==> src/rtl/circuit_probe_sequencer.sv <==
// Truth-table characterisation sequencer: sweeps every input vector of a small
// combinational circuit, samples its output and grades it against an expected table.
module circuit_probe_sequencer #(
  parameter int N_IN   = 4,
  parameter int SETTLE = 1
) (
  input  logic                 clk,
  input  logic                 reset,
  input  logic                 start,
  input  logic                 abort,
  input  logic [2**N_IN-1:0]   expected,
  input  logic                 q,
  output logic [N_IN-1:0]      vec,
  output logic                 busy,
  output logic                 done,
  output logic [2**N_IN-1:0]   table_out,
  output logic [N_IN:0]        mismatch_cnt,
  output logic [N_IN-1:0]      first_err,
  output logic                 err_valid,
  output logic                 pass
);

  localparam int TW = 2**N_IN;
  localparam logic [3:0]      SETTLE_LD = 4'(SETTLE);
  localparam logic [3:0]      CNT_ONE   = 4'd1;
  localparam logic [N_IN-1:0] IDX_ONE   = N_IN'(1);
  localparam logic [N_IN-1:0] IDX_LAST  = {N_IN{1'b1}};
  localparam logic [N_IN:0]   MC_ZERO   = {(N_IN+1){1'b0}};

  typedef enum logic [1:0] {
    ST_IDLE   = 2'd0,
    ST_SETTLE = 2'd1,
    ST_SAMPLE = 2'd2,
    ST_DONE   = 2'd3
  } state_t;

  state_t          state_r;
  logic [3:0]      cnt_r;
  logic [N_IN-1:0] idx_r;
  logic [TW-1:0]   exp_r;
  logic [N_IN-1:0] vec_r;
  logic            busy_r;
  logic            done_r;
  logic [TW-1:0]   table_r;
  logic [N_IN:0]   mismatch_cnt_r;
  logic [N_IN-1:0] first_err_r;
  logic            err_valid_r;
  logic            pass_r;

  logic            miss_s;
  logic [N_IN:0]   mismatch_next_s;

  // Grade the vector currently being sampled.
  always_comb begin
    miss_s          = (q != exp_r[idx_r]);
    mismatch_next_s = mismatch_cnt_r + {{N_IN{1'b0}}, miss_s};
  end

  // Sweep state machine; every output is a register.
  always_ff @(posedge clk) begin
    if (reset) begin
      state_r        <= ST_IDLE;
      cnt_r          <= 4'd0;
      idx_r          <= {N_IN{1'b0}};
      exp_r          <= {TW{1'b0}};
      vec_r          <= {N_IN{1'b0}};
      busy_r         <= 1'b0;
      done_r         <= 1'b0;
      table_r        <= {TW{1'b0}};
      mismatch_cnt_r <= MC_ZERO;
      first_err_r    <= {N_IN{1'b0}};
      err_valid_r    <= 1'b0;
      pass_r         <= 1'b0;
    end else begin
      done_r <= 1'b0;
      case (state_r)
        ST_IDLE: begin
          if (start && abort) begin
            pass_r <= 1'b0;
          end else if (start) begin
            exp_r          <= expected;
            table_r        <= {TW{1'b0}};
            mismatch_cnt_r <= MC_ZERO;
            first_err_r    <= {N_IN{1'b0}};
            err_valid_r    <= 1'b0;
            pass_r         <= 1'b0;
            idx_r          <= {N_IN{1'b0}};
            vec_r          <= {N_IN{1'b0}};
            cnt_r          <= SETTLE_LD;
            busy_r         <= 1'b1;
            state_r        <= ST_SETTLE;
          end else begin
            vec_r <= {N_IN{1'b0}};
          end
        end
        ST_SETTLE: begin
          if (abort) begin
            state_r <= ST_IDLE;
            busy_r  <= 1'b0;
            vec_r   <= {N_IN{1'b0}};
            pass_r  <= 1'b0;
          end else if (cnt_r == CNT_ONE) begin
            state_r <= ST_SAMPLE;
          end else begin
            cnt_r <= cnt_r - CNT_ONE;
          end
        end
        ST_SAMPLE: begin
          if (abort) begin
            state_r <= ST_IDLE;
            busy_r  <= 1'b0;
            vec_r   <= {N_IN{1'b0}};
            pass_r  <= 1'b0;
          end else begin
            table_r[idx_r] <= q;
            mismatch_cnt_r <= mismatch_next_s;
            if (miss_s && !err_valid_r) begin
              first_err_r <= idx_r;
              err_valid_r <= 1'b1;
            end
            // The last vector ends the sweep; idx never wraps back to 0.
            if (idx_r == IDX_LAST) begin
              state_r <= ST_DONE;
              done_r  <= 1'b1;
              pass_r  <= (mismatch_next_s == MC_ZERO);
              busy_r  <= 1'b0;
              vec_r   <= {N_IN{1'b0}};
            end else begin
              idx_r   <= idx_r + IDX_ONE;
              vec_r   <= idx_r + IDX_ONE;
              cnt_r   <= SETTLE_LD;
              state_r <= ST_SETTLE;
            end
          end
        end
        ST_DONE: begin
          state_r <= ST_IDLE;
        end
        default: begin
          state_r <= ST_IDLE;
          busy_r  <= 1'b0;
        end
      endcase
    end
  end

  assign vec          = vec_r;
  assign busy         = busy_r;
  assign done         = done_r;
  assign table_out    = table_r;
  assign mismatch_cnt = mismatch_cnt_r;
  assign first_err    = first_err_r;
  assign err_valid    = err_valid_r;
  assign pass         = pass_r;

endmodule

==> config.mk <==
export PLATFORM = sky130hd
export DESIGN_NAME = circuit_probe_sequencer
export DESIGN_NICKNAME = d
export VERILOG_FILES = /design/src/rtl/circuit_probe_sequencer.sv
export SDC_FILE = /design/constraint.sdc
export NUM_CORES = 1
export LEC_CHECK = 0
export CORE_AREA = 3 3 106 83
export DETAILED_ROUTE_END_ITERATION = 12
export DIE_AREA = 0 0 109 86
export GPL_TIMING_DRIVEN = 0
export MAX_ROUTING_LAYER = met4
export PLACE_DENSITY = 0.57
export SLEW_MARGIN = 0
export SYNTH_ARGS = -nofsm -noshare
export SYNTH_HDL_FRONTEND = slang
export SYNTH_SLANG_ARGS = --single-unit
==> constraint.sdc <==
create_clock -name clk -period 3.49 [get_ports clk]
set_input_delay 0.8725 -clock clk [delete_from_list [all_inputs] [get_ports clk]]
set_output_delay 0.8725 -clock clk [all_outputs]
set_load 0.02 [all_outputs]
# == After elaboration in Yosys (flattened, before gate mapping) ==
# Cells that the tools add are included.
# Widths: inputs -> output; s select.
# word_totals
regBits,59
inputBits,21
output_inout_bits,33
elab_cells,110
# op_classes
addsub,3
magnitude_cmp,2
eq_ne,17
mux,56
bitwise,2
n_reduce_logical,18
# ops
cell,n
$mux 4,16
$mux 16,3
$pmux 16 s2,1
$pmux 4 s3,2
$bwmux 16,1
$ne 2x2->1 const B,8
$pmux 4 s2,2
$mux 1,15
$mux 5,3
$reduce_and 5->1,3
$mux 2,6
$pmux 5 s2,1
$ne 3x3->1 const B,3
$reduce_and 3->1,3
$pmux 2 s4,1
$reduce_and 4->1,2
$reduce_and 7->1,1
$pmux 1 s3,2
$add 5x1->5,1
$logic_not 5->1,1
$lt 4x5->1 const B,1
$add 4x1->4 const B,1
$bmux 1 s4,1
$demux 1 s4,1
15 further kinds,19

# == Logic depth before layout (Yosys ltp) ==
# depth
word_depth,8
depth_mapped,12
ltp_nobuf,11

# == Worst setup path before layout ==
# OpenSTA, ideal clock, no wires.
# synth_timing
path_type,input to register
from,in q
to,reg pass_r (netlist: pass)
t_arrival_ps,3090
slack_ps,330
cell_stages,8
cell_sequence,clkbuf_1 > clkbuf_1 > xnor2_1 > ha_1 > ha_1 > or4_1 > or4_1 > a21oi_1
# synth_between
elab_chain_cells,6
# synth_lines
item,line_no,source
start: declaration,12,"input logic q,"
$ne 1x1->1,55,miss_s = (q != exp_r[idx_r]);
$add 5x1->5,56,"mismatch_next_s = mismatch_cnt_r + {{N_IN{1'b0}}, miss_s};"
$logic_not 5->1,125,pass_r <= (mismatch_next_s == MC_ZERO);
$mux 1,122,if (idx_r == IDX_LAST) begin
$mux 1,109,if (abort) begin
$pmux 1 s3,76,case (state_r)
end signal: assignment,125,
end: declaration,48,logic pass_r;
# No other way between the ends. The select of a mux whose other input is x is not followed.
# A chain may end at the register's enable or synchronous reset.

# == Worst setup path in the final report ==
# layout_timing
from,reg idx_r[0]
to,reg pass_r (netlist: pass)
# layout_between
elab_chain_cells,8
# layout_lines
item,line_no,source
start: declaration,39,logic [N_IN-1:0] idx_r;
start signal: assignment,64,idx_r <= {N_IN{1'b0}};
start signal: assignment,87,idx_r <= {N_IN{1'b0}};
start signal: assignment,129,idx_r <= idx_r + IDX_ONE;
$bmux 1 s4,55,
$mux 1 (implied by the code),55,
$ne 1x1->1,55,
$add 5x1->5,56,
$logic_not 5->1,125,
$mux 1,122,
$mux 1,109,
$pmux 1 s3,76,
# Parallel ways exist; a longest one is shown, timed or not. The select of a mux whose other input is x is not followed.

==> results_dict.tcl <==
set metrics [dict create \
    grtUsageMet1 0.262 \
    synth-simple-area-share 0.234 \
    slew_headroom 0.582 \
    grt_pass1_wl_microns 13500 \
    drv_slew 0 \
    end_kind "register" \
    synthCells 363 \
    antenna_found_initial 0 \
    synthFlopType "dfxtp_1" \
    dp_slack_ns -0.666 \
    synth_compound_area_frac 0.204 \
    dieHeight_microns 86 \
    ios 54 \
    clockBufferDepth 2 \
    synth_xor_area_frac 0.0175 \
    syn_to_final_growth_pct 28.6 \
    ys_warn_count 0 \
    viasPerCell 5.18 \
    post-route-util 0.495 \
    drive_gt1_frac 0.0628 \
    power.total_uw 1510 \
    clockRootBuffer "clkbuf_8" \
    clk_pin_slew_ns 0.07 \
    floorplan.initialDensity 0.385 \
    critPathKind "register to register" \
    finalHoldViolCount 0 \
    wl_per_cell_microns 15.2 \
    first_pass_iters 4 \
    coreArea_sq_mm 0.00781 \
    vias 2770 \
    tightest_slew_ns 0.627 \
    rows 28 \
    ant_nets 0 \
    fin_crit_ns 3.31 \
    synth_edf_count 0 \
    yosysUniqueCellTypes 43 \
    power_frac_clock 0.399 \
    required_ns 3.76 \
    max_cap_viol_count 0 \
    synth_most_common_cell "dfxtp_1" \
    setup_violations 0 \
    rsz0062_at_grt "no" \
    p_per_area_mw_per_mm2 389 \
    grt_use_met3 0.0609 \
    syn_nets 396 \
    avgSynthCellArea_sq_um 8.29 \
    synth_top_area_cell "dfxtp_1" \
    synth_top_family_by_area "simple AND/OR/NAND/NOR gates" \
    yosysSeqAreaShare 0.393 \
    final-instance-count-excl-fill 535 \
    synth_seq_cells 59 \
    worst_slack_ns 0.179 \
    grt_use_met2 0.279 \
    cts_made_buffers 9 \
    n_antenna_cell 0 \
    nNetsFinal 458 \
    swShare 0.261 \
    synth.area.mux_share 0.0532 \
    port_buffers 52 \
    outcome "finished clean" \
    synthTopCellsByArea "dfxtp_1, a21oi_1, nand2_1, ha_1, o21ai_0" \
    fin_crit_sh 0.949 \
    busiest_layer "met2" \
    ir_drop_mv 0.203 \
    clock_latency_ns 0.35 \
    skew_ns 0.0102 \
    grt-ovfl-total 0 \
    gp_congestion 0.862 \
    drc 0 \
    synth_fa_ha_area_frac 0.0499 \
    crit_slowest_cell "or4_1" \
    die_area_sq_mm 0.00937 \
    synth_top_cell_area_share 0.393 \
    synthTopCellsByCount "dfxtp_1, a21oi_1, nand2_1" \
    fp.dieW_microns 109 \
    synth_area_sq_mm 0.00301 \
    cts_sinks 59 \
    grt_usage 0.192 \
    leakagePower_uw 0.00131 \
    cts_htree_levels 3 \
    fmax_ghz 0.302 \
    dp_hpwl_microns 5880 \
    cts_tree "done" \
    crit_path_cell_trace "buf_6 -> mux4_2 -> mux2_4 -> a21oi_1 -> xnor2_1 -> ha_1 -> ha_1 -> or4_1 -> or4_1 -> a21oi_1" \
    p_comb_frac 0.131 \
    dp_cells 520 \
    p_int_uw 1110 \
    grt_max_degree 11 \
    p_sw_uw 393 \
    critPathArrivalTime_ns 3.58 \
    drt_iter0_drc 128 \
    holdCritPathClass "register to register" \
    cp-start-kind "register" \
    cp_max_fo 8 \
    grt_pass1_vias 2685 \
    synthArstFlopShare 0 \
    crit_path_max_incr_delay_ns 0.51 \
    power_frac_seq 0.470 \
    drt_wl_total_microns 8130 \
]
## cell families (layout without fill, tap and decap cells)
family                     count (synthesis)  count (layout)
and+or+nand+nor                          136             136
AOI/OAI and AO/OA                        103             103
DFF                                       59              59
buffers and inverters                     37             104
adders and majority gates                 12              12
muxes                                     10              10
xor gates and xnor gates                   6               6
## worst paths after layout
check / startpoint / endpoint / slack, ns / cells after the start
setup / recovery: idx_r[0] / pass / 0.18 / 10
hold / removal: exp_r[7] / exp_r[7] / 0.45 / 2
setup reg to reg: idx_r[0] / pass / 0.18 / 10
hold reg to reg: exp_r[7] / exp_r[7] / 0.45 / 2
## flip-flops by register name (all words and copies together), names as in the netlist, 2 cells and up
register and flops:
mismatch_cnt 5, vec 4, idx_r 4, exp_r 16
cnt_r 4, state_r 2, table_out 16, first_err 4
## repair_timing
action / 4_1_cts / 5_1_grt
resized for setup: 3 / 4
buffers inserted: 0 / 1
endpoints found under the setup margin: 1 / 1
hold buffers: 0 / 0
## metrics by stage
| stage | area (sq um) | hold slack, ns | TNS [ns] |
|---|---|---|---|
| after floorplan | 3010 | 0.433 | 0 |
| after global placement | 3660 | 0.442 | -0.661 |
| after detailed placement | 3660 | 0.446 | -0.689 |
| after CTS | 3860 | 0.455 | 0 |
| after global routing | 3870 | 0.479 | 0 |
| final | 3870 | 0.452 | 0 |
## per-layer routing
metal | routed length [microns] | share of wire | up-vias
met3 | 394 | 0.048 | 5
met4 | 54 | 0.0066 | 0
met1 | 4240 | 0.52 | 1278
met5 | 0 | 0 | -
met2 | 3440 | 0.42 | 67
li1 | - | - | 1420
## placed cells by master (no fill, tap or decap), drive strengths merged, types with 7 or more instances in the layout
cell	instances
a21boi	14
a21oi	45
a22oi	7
clkbuf	41
clkdlybuf4s50	52
dfxtp	59
ha	12
inv	8
nand2	41
nand2b	9
nand4	16
nor2	23
nor2b	8
nor3	9
o21ai	23
## critical path, delay by kind of cell, from the launching register on
| kind | cells | cell delay [ns] |
|---|---|---|
| AO/OA/AOI/OAI | 2 | 0.33 |
| XOR/XNOR | 1 | 0.09 |
| adder cells (fa/ha/maj) | 2 | 0.49 |
| buffers and inverters | 1 | 0.15 |
| flip-flops | 1 | 0.36 |
| multiplexers | 2 | 0.81 |
| AND/OR/NAND/NOR | 2 | 1.00 |
## power by group through the flow
stage / sequential (uW) / combinational, uW / clock (uW)
floorplan: 722 / 126 / 0
global placement: 722 / 193 / 0
detailed placement: 722 / 195 / 0
CTS: 707 / 197 / 620
global route: 710 / 224 / 655
finish: 708 / 197 / 601
## area by class of cell
class                           instances  area [sq um]
Clock inverter                          1          5.00
Buffer                                 27           113
Sequential cell                        59          1180
Clock buffer                           15           186
Fill cell                             771          3940
Tap cell                              105           131
Timing Repair Buffer                   53           528
Inverter                                8          30.0
Multi-Input combinational cell        267          1690
(Power assumes the default switching activity.)
